--- src/rtl/filter_sched_pkg.sv ---
// Shared types and helpers for the multi-channel filter scheduler.
// Holds the FSM state enum, width constants and the shift helper.
package filter_sched_pkg;

    typedef enum logic [1:0] {
        IDLE,
        CALC,
        WRITE,
        HOLD
    } state_e;

    localparam int REG_MAX_DEF  = 32;
    localparam int CHANNELS_DEF = 4;
    localparam int ACC_GUARD    = 8;
    localparam int ACC_W        = REG_MAX_DEF + ACC_GUARD;
    localparam int WIDE_W       = 64;

    // Channel index width, never below one bit.
    function automatic int chan_w(input int n);
        return (n > 1) ? $clog2(n) : 1;
    endfunction

    // Arithmetic right shift on a wide signed value; the caller
    // truncates the result to the sample width (wrap, no saturation).
    function automatic logic signed [WIDE_W-1:0] asr_wide(
        input logic signed [WIDE_W-1:0] a,
        input int                       sh
    );
        return a >>> sh;
    endfunction

endpackage

--- src/rtl/filter_channel_scheduler_arb.sv ---
// Round-robin arbiter: one-hot grant plus binary index.
// Ports: clk_i, rst_ni, req_i, grant_en_i -> grant_o, idx_o.
module rr_arbiter
    import filter_sched_pkg::*;
#(
    parameter int N = CHANNELS_DEF,
    parameter int W = chan_w(N)
) (
    input  logic         clk_i,
    input  logic         rst_ni,
    input  logic [N-1:0] req_i,
    input  logic         grant_en_i,
    output logic [N-1:0] grant_o,
    output logic [W-1:0] idx_o
);

    logic [W-1:0] ptr_q;
    logic [W-1:0] ptr_d;
    logic         found;
    int           c;

    // Scan from the pointer upward, wrapping; first requester wins.
    always_comb begin
        grant_o = '0;
        idx_o   = '0;
        found   = 1'b0;
        c       = 0;
        for (int i = 0; i < N; i++) begin
            c = int'(ptr_q) + i;
            if (c >= N) begin
                c = c - N;
            end
            if (!found && req_i[c]) begin
                found      = 1'b1;
                grant_o[c] = 1'b1;
                idx_o      = W'(c);
            end
        end
        ptr_d = ptr_q;
        if (grant_en_i && found) begin
            if (int'(idx_o) == N - 1) begin
                ptr_d = '0;
            end else begin
                ptr_d = idx_o + 1'b1;
            end
        end
    end

    always_ff @(posedge clk_i or negedge rst_ni) begin
        if (!rst_ni) begin
            ptr_q <= '0;
        end else begin
            ptr_q <= ptr_d;
        end
    end

endmodule

--- src/rtl/filter_channel_scheduler.sv ---
// Shares one first-order filter datapath across CHANNELS streams.
// Ports: per-channel in_valid/in_ready/in_data, tagged out stream, busy.
module filter_channel_scheduler
    import filter_sched_pkg::*;
#(
    parameter int REG_MAX  = REG_MAX_DEF,
    parameter int CHANNELS = CHANNELS_DEF,
    parameter int GAIN_1   = 1,
    parameter int GAIN_2   = 16,
    parameter int SHIFT    = 4
) (
    input  logic                         clk,
    input  logic                         rst_n,
    input  logic                         clear,
    input  logic [CHANNELS-1:0]          in_valid,
    output logic [CHANNELS-1:0]          in_ready,
    input  logic [CHANNELS*REG_MAX-1:0]  in_data,
    output logic                         out_valid,
    input  logic                         out_ready,
    output logic [REG_MAX-1:0]           out_data,
    output logic [$clog2(CHANNELS)-1:0]  out_chan,
    output logic                         busy
);

    localparam int CW = $clog2(CHANNELS);
    localparam int AW = ACC_W - REG_MAX_DEF + REG_MAX;

    state_e state_q;
    state_e state_d;

    logic [CHANNELS-1:0]        grant;
    logic [CW-1:0]              gidx;
    logic                       accept;

    logic signed [REG_MAX-1:0]  x_q;
    logic [CW-1:0]              g_q;
    logic signed [AW-1:0]       acc_q;
    logic signed [AW-1:0]       acc_d;
    logic signed [REG_MAX-1:0]  y_q [CHANNELS];
    logic signed [REG_MAX-1:0]  p_q [CHANNELS];

    logic signed [REG_MAX-1:0]  x_sel;
    logic signed [REG_MAX-1:0]  y_sel;
    logic signed [REG_MAX-1:0]  p_sel;
    logic signed [AW-1:0]       x_ext;
    logic signed [AW-1:0]       y_ext;
    logic signed [AW-1:0]       p_ext;
    logic signed [REG_MAX-1:0]  y_new;

    logic                       out_valid_q;
    logic [REG_MAX-1:0]         out_data_q;
    logic [CW-1:0]              out_chan_q;

    // No grant while reset is held or clear wins the cycle.
    assign accept = rst_n && !clear
                 && (state_q == IDLE) && (|in_valid);

    assign in_ready = accept ? grant : '0;

    rr_arbiter #(
        .N (CHANNELS),
        .W (CW)
    ) u_arb (
        .clk_i      (clk),
        .rst_ni     (rst_n),
        .req_i      (in_valid),
        .grant_en_i (accept),
        .grant_o    (grant),
        .idx_o      (gidx)
    );

    always_comb begin
        x_sel = '0;
        y_sel = '0;
        p_sel = '0;
        for (int k = 0; k < CHANNELS; k++) begin
            if (gidx == CW'(k)) begin
                x_sel = in_data[k*REG_MAX +: REG_MAX];
            end
            if (g_q == CW'(k)) begin
                y_sel = y_q[k];
                p_sel = p_q[k];
            end
        end
    end

    // Signed operands widen with sign extension into the accumulator.
    assign x_ext = AW'(x_q);
    assign y_ext = AW'(y_sel);
    assign p_ext = AW'(p_sel);
    assign acc_d = p_ext
                 + AW'(GAIN_1) * x_ext
                 + AW'(GAIN_2) * y_ext;

    assign y_new = REG_MAX'(asr_wide(WIDE_W'(acc_q), SHIFT));

    always_comb begin
        state_d = state_q;
        if (clear) begin
            state_d = IDLE;
        end else begin
            unique case (state_q)
                IDLE:  if (accept) state_d = CALC;
                CALC:  state_d = WRITE;
                WRITE: state_d = HOLD;
                HOLD:  if (out_ready) state_d = IDLE;
                default: state_d = IDLE;
            endcase
        end
    end

    always_ff @(posedge clk or negedge rst_n) begin
        if (!rst_n) begin
            state_q <= IDLE;
        end else begin
            state_q <= state_d;
        end
    end

    always_ff @(posedge clk or negedge rst_n) begin
        if (!rst_n) begin
            x_q         <= '0;
            g_q         <= '0;
            acc_q       <= '0;
            out_valid_q <= 1'b0;
            out_data_q  <= '0;
            out_chan_q  <= '0;
            for (int k = 0; k < CHANNELS; k++) begin
                y_q[k] <= '0;
                p_q[k] <= '0;
            end
        end else if (clear) begin
            out_valid_q <= 1'b0;
            for (int k = 0; k < CHANNELS; k++) begin
                y_q[k] <= '0;
                p_q[k] <= '0;
            end
        end else begin
            if (accept) begin
                x_q <= x_sel;
                g_q <= gidx;
            end
            if (state_q == CALC) begin
                acc_q <= acc_d;
            end
            if (state_q == WRITE) begin
                for (int k = 0; k < CHANNELS; k++) begin
                    if (g_q == CW'(k)) begin
                        y_q[k] <= y_new;
                        p_q[k] <= y_q[k];
                    end
                end
                out_data_q  <= y_new;
                out_chan_q  <= g_q;
                out_valid_q <= 1'b1;
            end
            if (state_q == HOLD && out_ready) begin
                out_valid_q <= 1'b0;
            end
        end
    end

    assign out_valid = out_valid_q;
    assign out_data  = out_data_q;
    assign out_chan  = out_chan_q;
    assign busy      = (state_q != IDLE);

endmodule

--- config.mk ---
export PLATFORM = sky130hd
export DESIGN_NAME = filter_channel_scheduler
export DESIGN_NICKNAME = d
export VERILOG_FILES = /design/src/rtl/filter_sched_pkg.sv /design/src/rtl/filter_channel_scheduler_arb.sv /design/src/rtl/filter_channel_scheduler.sv
export SDC_FILE = /design/constraint.sdc
export NUM_CORES = 1
export LEC_CHECK = 0
export ABC_CLOCK_PERIOD_IN_PS = 10600
export CAP_MARGIN = 5
export CORE_ASPECT_RATIO = 0.5
export CORE_MARGIN = 8
export CORE_UTILIZATION = 45
export DETAILED_ROUTE_END_ITERATION = 8
export PLACE_DENSITY = 0.75
export SLEW_MARGIN = 20
export SYNTH_ARGS = -nofsm -noshare
export SYNTH_HDL_FRONTEND = slang
export SYNTH_HIERARCHICAL = 1
export SYNTH_SLANG_ARGS = --single-unit
--- constraint.sdc ---
create_clock -name clk -period 10.6 [get_ports clk]
set_clock_uncertainty 0.15 [all_clocks]
set_input_delay 1.59 -clock clk [delete_from_list [all_inputs] [get_ports clk]]
set_output_delay 1.59 -clock clk [all_outputs]
set_load 0.02 [all_outputs]
==> results.py, run 1 <==
metrics = {
    "outcome": {
        "outcome": "finished, final reports clean",
    },
    "drt": {
        "wl_per_cell_um": 20.1,
        "wl_um": 52700,
        "num_vias": 14858,
        "drc": 0,
        "antenna_left": 0,
        "first_pass_iters": 5,
        "vias_per_cell": 5.68,
        "drt_iter0_drc": 1338,
    },
    "final_layout": {
        "n_antenna_cell": 0,
        "fillers": 3530,
        "finalInstanceArea_um2": 22800,
        "area_delta_synth_final_pct": 17.7,
        "utilization_pct": 54.0,
        "final_layout_size_suffix_gt1_share_pct": 12.3,
        "layout.nets": 2226,
    },
    "clock_tree": {
        "cts_tree": "built",
        "numCtsBuffers": 36,
        "htreeDepth": 2,
        "cts_buffer_depth": 3,
        "post-cts-setup-buffer-count": 0,
        "clk_pin_slew_worst_paths_ns": 0.06,
        "clkLatencyLatePin_ns": 0.53,
        "cts_hold_buf": 0,
        "cts_sinks": 361,
        "root_buffer": "clkbuf_16",
        "post_cts_resized": 0,
    },
    "sta": {
        "finalMaxSlewViolations": 0,
        "setup_viol": 0,
        "min_period_ns": 5.76,
        "period_share_pct": 54.3,
        "fin_hold_ws_ns": 0.353,
        "finalSetupTns_ns": 0,
        "hold_viol_final": 0,
        "worstMarginPinSlew_ns": 1.07,
        "slew_headroom_pct": 28.8,
        "fmax_mhz": 174,
        "rsz0062_at_grt": "false",
    },
    "synthesis": {
        "yosysTopAreaCellShare_pct": 46.6,
        "ys_seq_area_share_pct": 46.6,
        "synth_seq_cells": 361,
        "yosys-top-cells-area": "dfrtp_1 (47%), mux4_2 (11%), nand2_1 (9.2%), a21oi_1 (5.8%), fa_1 (3.2%)",
        "async_flop_share_pct": 100,
        "synth_warnings": 6,
        "synthDistinctLibCells": 71,
        "synth_edf_count": 0,
        "syn_inst": 1907,
        "synth_nets": 2123,
        "synth_top_flop_cell": "dfrtp_1",
        "syn_area_um2": 19400,
        "syn_area_per_cell_um2": 10.2,
        "yosysTopAreaCell": "dfrtp_1",
    },
    "floorplanning": {
        "ios": 176,
        "core_area_um2": 42200,
        "start_util_pct": 45.9,
        "die_area_um2": 50400,
        "dieWidth_um": 310,
        "num_rows": 53,
        "die_h_um": 163,
    },
    "power_and_ir_drop": {
        "powerDensity_nw_per_um2": 221,
        "leakagePower_nw": 9.81,
        "ir_drop_mv": 0.139,
        "power_mw": 5.03,
    },
    "hold_path": {
        "hold_class": "reg -> reg",
    },
    "critical_path": {
        "cp_num_buf_inv": 2,
        "cp-start-kind": "primary input",
        "crit_top_cell": "clkdlybuf4s50_1",
        "arrival_ns": 4.02,
        "end_kind": "output pin",
        "crit_slowest_cell": "mux4_2",
        "path_max_fanout": 11,
        "max_stage_delay_ns": 0.61,
        "crit_chain": "clkdlybuf4s50_1, mux4_2, nor2b_2, and2b_4, a221o_1, and2_1, clkdlybuf4s50_1",
        "critPathRequiredTime_ns": 8.86,
        "crit_family": "buffers and inverters",
        "crit_type": "in -> out",
    },
    "global_route": {
        "antenna_found_initial": 0,
        "grt_max_degree": 118,
        "grt_pass1_wl_um": 84400,
        "grt_util_all_layers_pct": 20.8,
        "grt.overflow.total": 0,
        "grt_pass1_vias": 15225,
    },
    "place": {
        "io_buffers": 175,
        "gp_congestion": 0.900,
        "place_area_um2": 21600,
        "dp_hpwl_um": 34100,
    },
    "flow_run": {
        "drv_cap": 0,
    },
}
-- sequential cells by signal (all words and copies together) (netlist names) --
register     count
p_q            128
u_arb/ptr_q      2
y_q            128
g_q              2
state_q          2
out_valid        1
acc_q           32
out_chan         2
out_data        32
x_q             32
-- cells in the final DEF (no fill, tap or decap), types with 16 or more instances in the layout --
cell type and count:
nand2_1 472, dfrtp_1 359, a21oi_1 226, clkdlybuf4s50_1 173
inv_1 157, mux4_2 99, o21ai_0 68, a22o_1 65
ha_1 49, mux2_2 41, clkbuf_16 38, fa_1 31
buf_4 22, xnor2_1 19, nor2_1 16
-- cell usage after synthesis (14+ instances only) --
cell type,number
inv_1,157
dfrtp_1,361
a21o_1,14
mux2_2,41
xnor2_1,19
mux4_2,99
o21ai_0,68
ha_1,49
buf_1,17
nand2_1,473
xor2_1,14
a22o_1,65
clkbuf_1,105
fa_1,31
nor2_1,20
a21oi_1,226
-- logic make-up after synthesis --
family / share of synthesized area [%]
simple gates: 12.0
flops: 46.6
buf+inv: 5.76
compound gates: 13.8
xor+xnor: 1.49
mux: 14.0
fa+ha+maj: 6.36
-- worst reg2reg max path: stages, from the launching register on --
cell      delay, ns
dfrtp_4        0.86
buf_4          0.79
mux4_2         0.64
inv_1          0.09
fa_1           0.41
inv_1          0.07
ha_1           0.33
and4_1         0.27
nand3_1        0.11
nor2_1         0.07
a311oi_1       0.56
a21oi_1        0.27
o31a_1         0.39
or4_1          0.41
nand3_1        0.09
-- report_power, final --
part,total [mW],leakage (nW),internal [mW],switching [mW]
Sequential,1.84,4.90,1.58,0.264
Combinational,1.84,4.30,0.822,1.02
Clock,1.35,0.613,0.803,0.546
-- per-stage QoR --
stage | worst slack [ns] | instances
after floorplan | 5.88 | 1907
after global placement | 4.89 | 2549
after detailed placement | 4.85 | 2549
after CTS | 4.85 | 2614
after global routing | 4.74 | 2614
final | 4.84 | 2614
-- path summary, 6_finish.rpt --
kind / cells past startpoint / to / startpoint / slack (ns)
worst max-delay path: 7 / in_ready[2] / in_valid[2] / 4.84
worst min-delay path: 1 / out_data[3]$_DFFE_PN0P_ / out_data[3]$_DFFE_PN0P_ / 0.35
worst max register to register: 14 / acc_q[35]$_DFFE_PN0P_ / g_q[0]$_DFFE_PN0P_ / 5.06
worst min register to register: 1 / out_data[3]$_DFFE_PN0P_ / out_data[3]$_DFFE_PN0P_ / 0.35
max in group asynchronous: 3 / g_q[0]$_DFFE_PN0P_ / rst_n / 7.11
min in group asynchronous: 1 / p_q[60]$_DFFE_PN0P_ / rst_n / 0.87
-- final cells by class --
class	count	area [um2]	share of cell area, %
clock inverters	7	121	0.532
inverters	157	589	2.58
repair buffers	197	1920	8.43
clock buffers	58	1130	4.94
flip-flops and latches	361	9040	39.6
multi-input cells	1257	9290	40.7
well taps	577	722	3.16
-- per-layer routing --
layer  vias up  wire, um  share of wire (%)  global-route usage, %
met3        81      4290                8.2                   4.26
met2       586     25200                 48                   33.8
met4         0      1020                1.9                   5.55
li1       6713         -                  -                      -
met5         -         0                  0                      0
met1      7478     22200                 42                   28.5
No activity file was read; power rests on OpenSTA's default activity.
==> inputs of run 2 (changes only) <==
--- a/config.mk
+++ b/config.mk
@@ -5,7 +5,7 @@
 export SDC_FILE = /design/constraint.sdc
 export NUM_CORES = 1
 export LEC_CHECK = 0
-export ABC_CLOCK_PERIOD_IN_PS = 10600
+export ABC_CLOCK_PERIOD_IN_PS = 6050
 export CAP_MARGIN = 5
 export CORE_ASPECT_RATIO = 0.5
 export CORE_MARGIN = 8
==> constraint.sdc (replaced) <==
create_clock -name clk -period 6.05 [get_ports clk]
set_clock_uncertainty 0.15 [all_clocks]
set_input_delay 0.9075 -clock clk [delete_from_list [all_inputs] [get_ports clk]]
set_output_delay 0.9075 -clock clk [all_outputs]
set_load 0.02 [all_outputs]
==> results.py, run 2 (synthesis results as in run 1) <==
metrics = {
    "clock_tree": {
        "cts_buffer_depth": 3,
        "htreeDepth": 2,
        "root_buffer": "clkbuf_16",
        "cts_hold_buf": 0,
        "cts_sinks": 361,
        "numCtsBuffers": 35,
        "post_cts_resized": 0,
        "cts_tree": "built",
        "clkLatencyLatePin_ns": 0.53,
        "post-cts-setup-buffer-count": 0,
        "clk_pin_slew_worst_paths_ns": 0.07,
    },
    "drt": {
        "vias_per_cell": 5.75,
        "maxUsedRoutingLayer": "met4",
        "met3_length_um": 3910,
        "wl_per_cell_um": 20.2,
        "dr_wl_met2_um": 25400,
        "first_pass_iters": 5,
        "drc": 0,
        "antenna_left": 0,
        "routedLengthMet1_um": 22300,
        "drt_iter0_drc": 1408,
        "wl_um": 52800,
        "num_vias": 15018,
    },
    "floorplanning": {
        "dieWidth_um": 310,
        "ios": 176,
        "die_area_um2": 50400,
        "num_rows": 53,
        "die_h_um": 163,
        "core_area_um2": 42200,
        "start_util_pct": 45.9,
    },
    "sta": {
        "finalSetupTns_ns": 0,
        "finalMaxSlewViolations": 0,
        "rsz0062_at_grt": "false",
        "setup_viol": 0,
        "slew_headroom_pct": 28.0,
        "period_share_pct": 81.1,
        "min_period_ns": 4.91,
        "worstMarginPinSlew_ns": 1.08,
        "hold_viol_final": 0,
        "fmax_mhz": 204,
    },
    "final_layout": {
        "utilization_pct": 53.8,
        "reg_top3": "p_q x128, y_q x128",
        "layout.cells.most_common_list": "nand2_1 (472), dfrtp_1 (359), a21oi_1 (226), clkdlybuf4s50_1 (173), inv_1 (157)",
        "n_antenna_cell": 0,
        "layout.nets": 2226,
        "final_layout_size_suffix_gt1_share_pct": 12.2,
        "area_delta_synth_final_pct": 17.2,
        "final_common_cell": "nand2_1",
    },
    "critical_path": {
        "path_max_fanout": 45,
        "critPathRequiredTime_ns": 6.36,
        "cp-start-kind": "flip-flop",
        "end_kind": "flip-flop",
        "crit_type": "reg -> reg",
        "reg2reg_depth": 14,
        "arrival_ns": 5.22,
    },
    "hold_path": {
        "hold_class": "in -> async",
    },
    "flow_run": {
        "drv_cap": 0,
    },
    "global_route": {
        "grt_pass1_vias": 15189,
        "grt_max_degree": 170,
        "grt_util_all_layers_pct": 20.7,
        "antenna_found_initial": 0,
        "grt.overflow.total": 0,
        "grt_pass1_wl_um": 84100,
    },
    "power_and_ir_drop": {
        "leakagePower_nw": 9.77,
        "ir_drop_mv": 0.270,
        "powerDensity_nw_per_um2": 381,
    },
    "place": {
        "gp_congestion": 0.873,
        "dp_hpwl_um": 35000,
        "io_buffers": 175,
    },
    "outcome": {
        "outcome": "finished, final reports clean",
    },
}
run 2: cell types whose count changed in the layout (fill, tap and decap cells not counted):
cell        before  now
buf_12           0    3
buf_4           22   20
bufinv_16        3    1
clkbuf_1        10    9
clkbuf_16       38   36
clkbuf_8        10    5
clkinv_2         3    8
clkinvlp_4       0    1
inv_6            0    1
run 2: final cells by class:
cell class              count  area (um2)
repair buffers            198        1970
clock buffers              50        1000
inverters                 157         589
multi-input cells        1257        9290
well taps                 577         722
clock inverters            12         103
fillers                  3579       19500
flip-flops and latches    361        9040
run 2: stage by stage:
stage / cells / power [mW] / cell area, um2 / hold slack, ns / setup WS (ns)
final: 2612 / 8.66 / 22700 / 0.114 / 1.14
after global routing: 2612 / 9.15 / 22700 / 0.138 / 0.831
after CTS: 2612 / 8.72 / 22700 / 0.130 / 1.08
after detailed placement: 2550 / 6.55 / 21600 / 0.339 / 1.12
after global placement: 2550 / 6.47 / 21600 / 0.333 / 1.17
after floorplan: 1907 / 5.38 / 19400 / 0.318 / 1.51
run 2: critical path, stage by stage (launching register included):
cell,delay (ns)
dfrtp_4,1.05
buf_12,0.31
mux4_2,0.52
inv_1,0.08
fa_1,0.41
inv_1,0.07
ha_1,0.33
a21o_1,0.22
a221o_1,0.30
a41oi_1,0.20
o21ai_1,0.11
and2_4,0.17
o31a_1,0.34
or4_1,0.43
nand3_1,0.10
run 2: metal layers:
layer | global-route usage [%] | up-vias
li1 | - | 6721
met3 | 3.57 | 102
met2 | 33.8 | 581
met4 | 5.82 | 0
met1 | 28.4 | 7614
met5 | 0 | -
run 2: worst paths after layout:
check | start | endpoint | slack, ns
max | g_q[0]$_DFFE_PN0P_ | acc_q[35]$_DFFE_PN0P_ | 1.14
min | rst_n | out_data[25]$_DFFE_PN0P_ | 0.11
max reg2reg | g_q[0]$_DFFE_PN0P_ | acc_q[35]$_DFFE_PN0P_ | 1.14
min reg2reg | out_data[7]$_DFFE_PN0P_ | out_data[7]$_DFFE_PN0P_ | 0.35
max in group asynchronous | rst_n | g_q[0]$_DFFE_PN0P_ | 3.33
min in group clk | out_data[7]$_DFFE_PN0P_ | out_data[7]$_DFFE_PN0P_ | 0.35
run 2: power by group:
part / leakage [nW] / total (mW) / switching [mW] / internal (mW)
Combinational: 4.32 / 3.25 / 1.79 / 1.47
Sequential: 4.90 / 3.26 / 0.490 / 2.77
Clock: 0.547 / 2.15 / 0.945 / 1.21
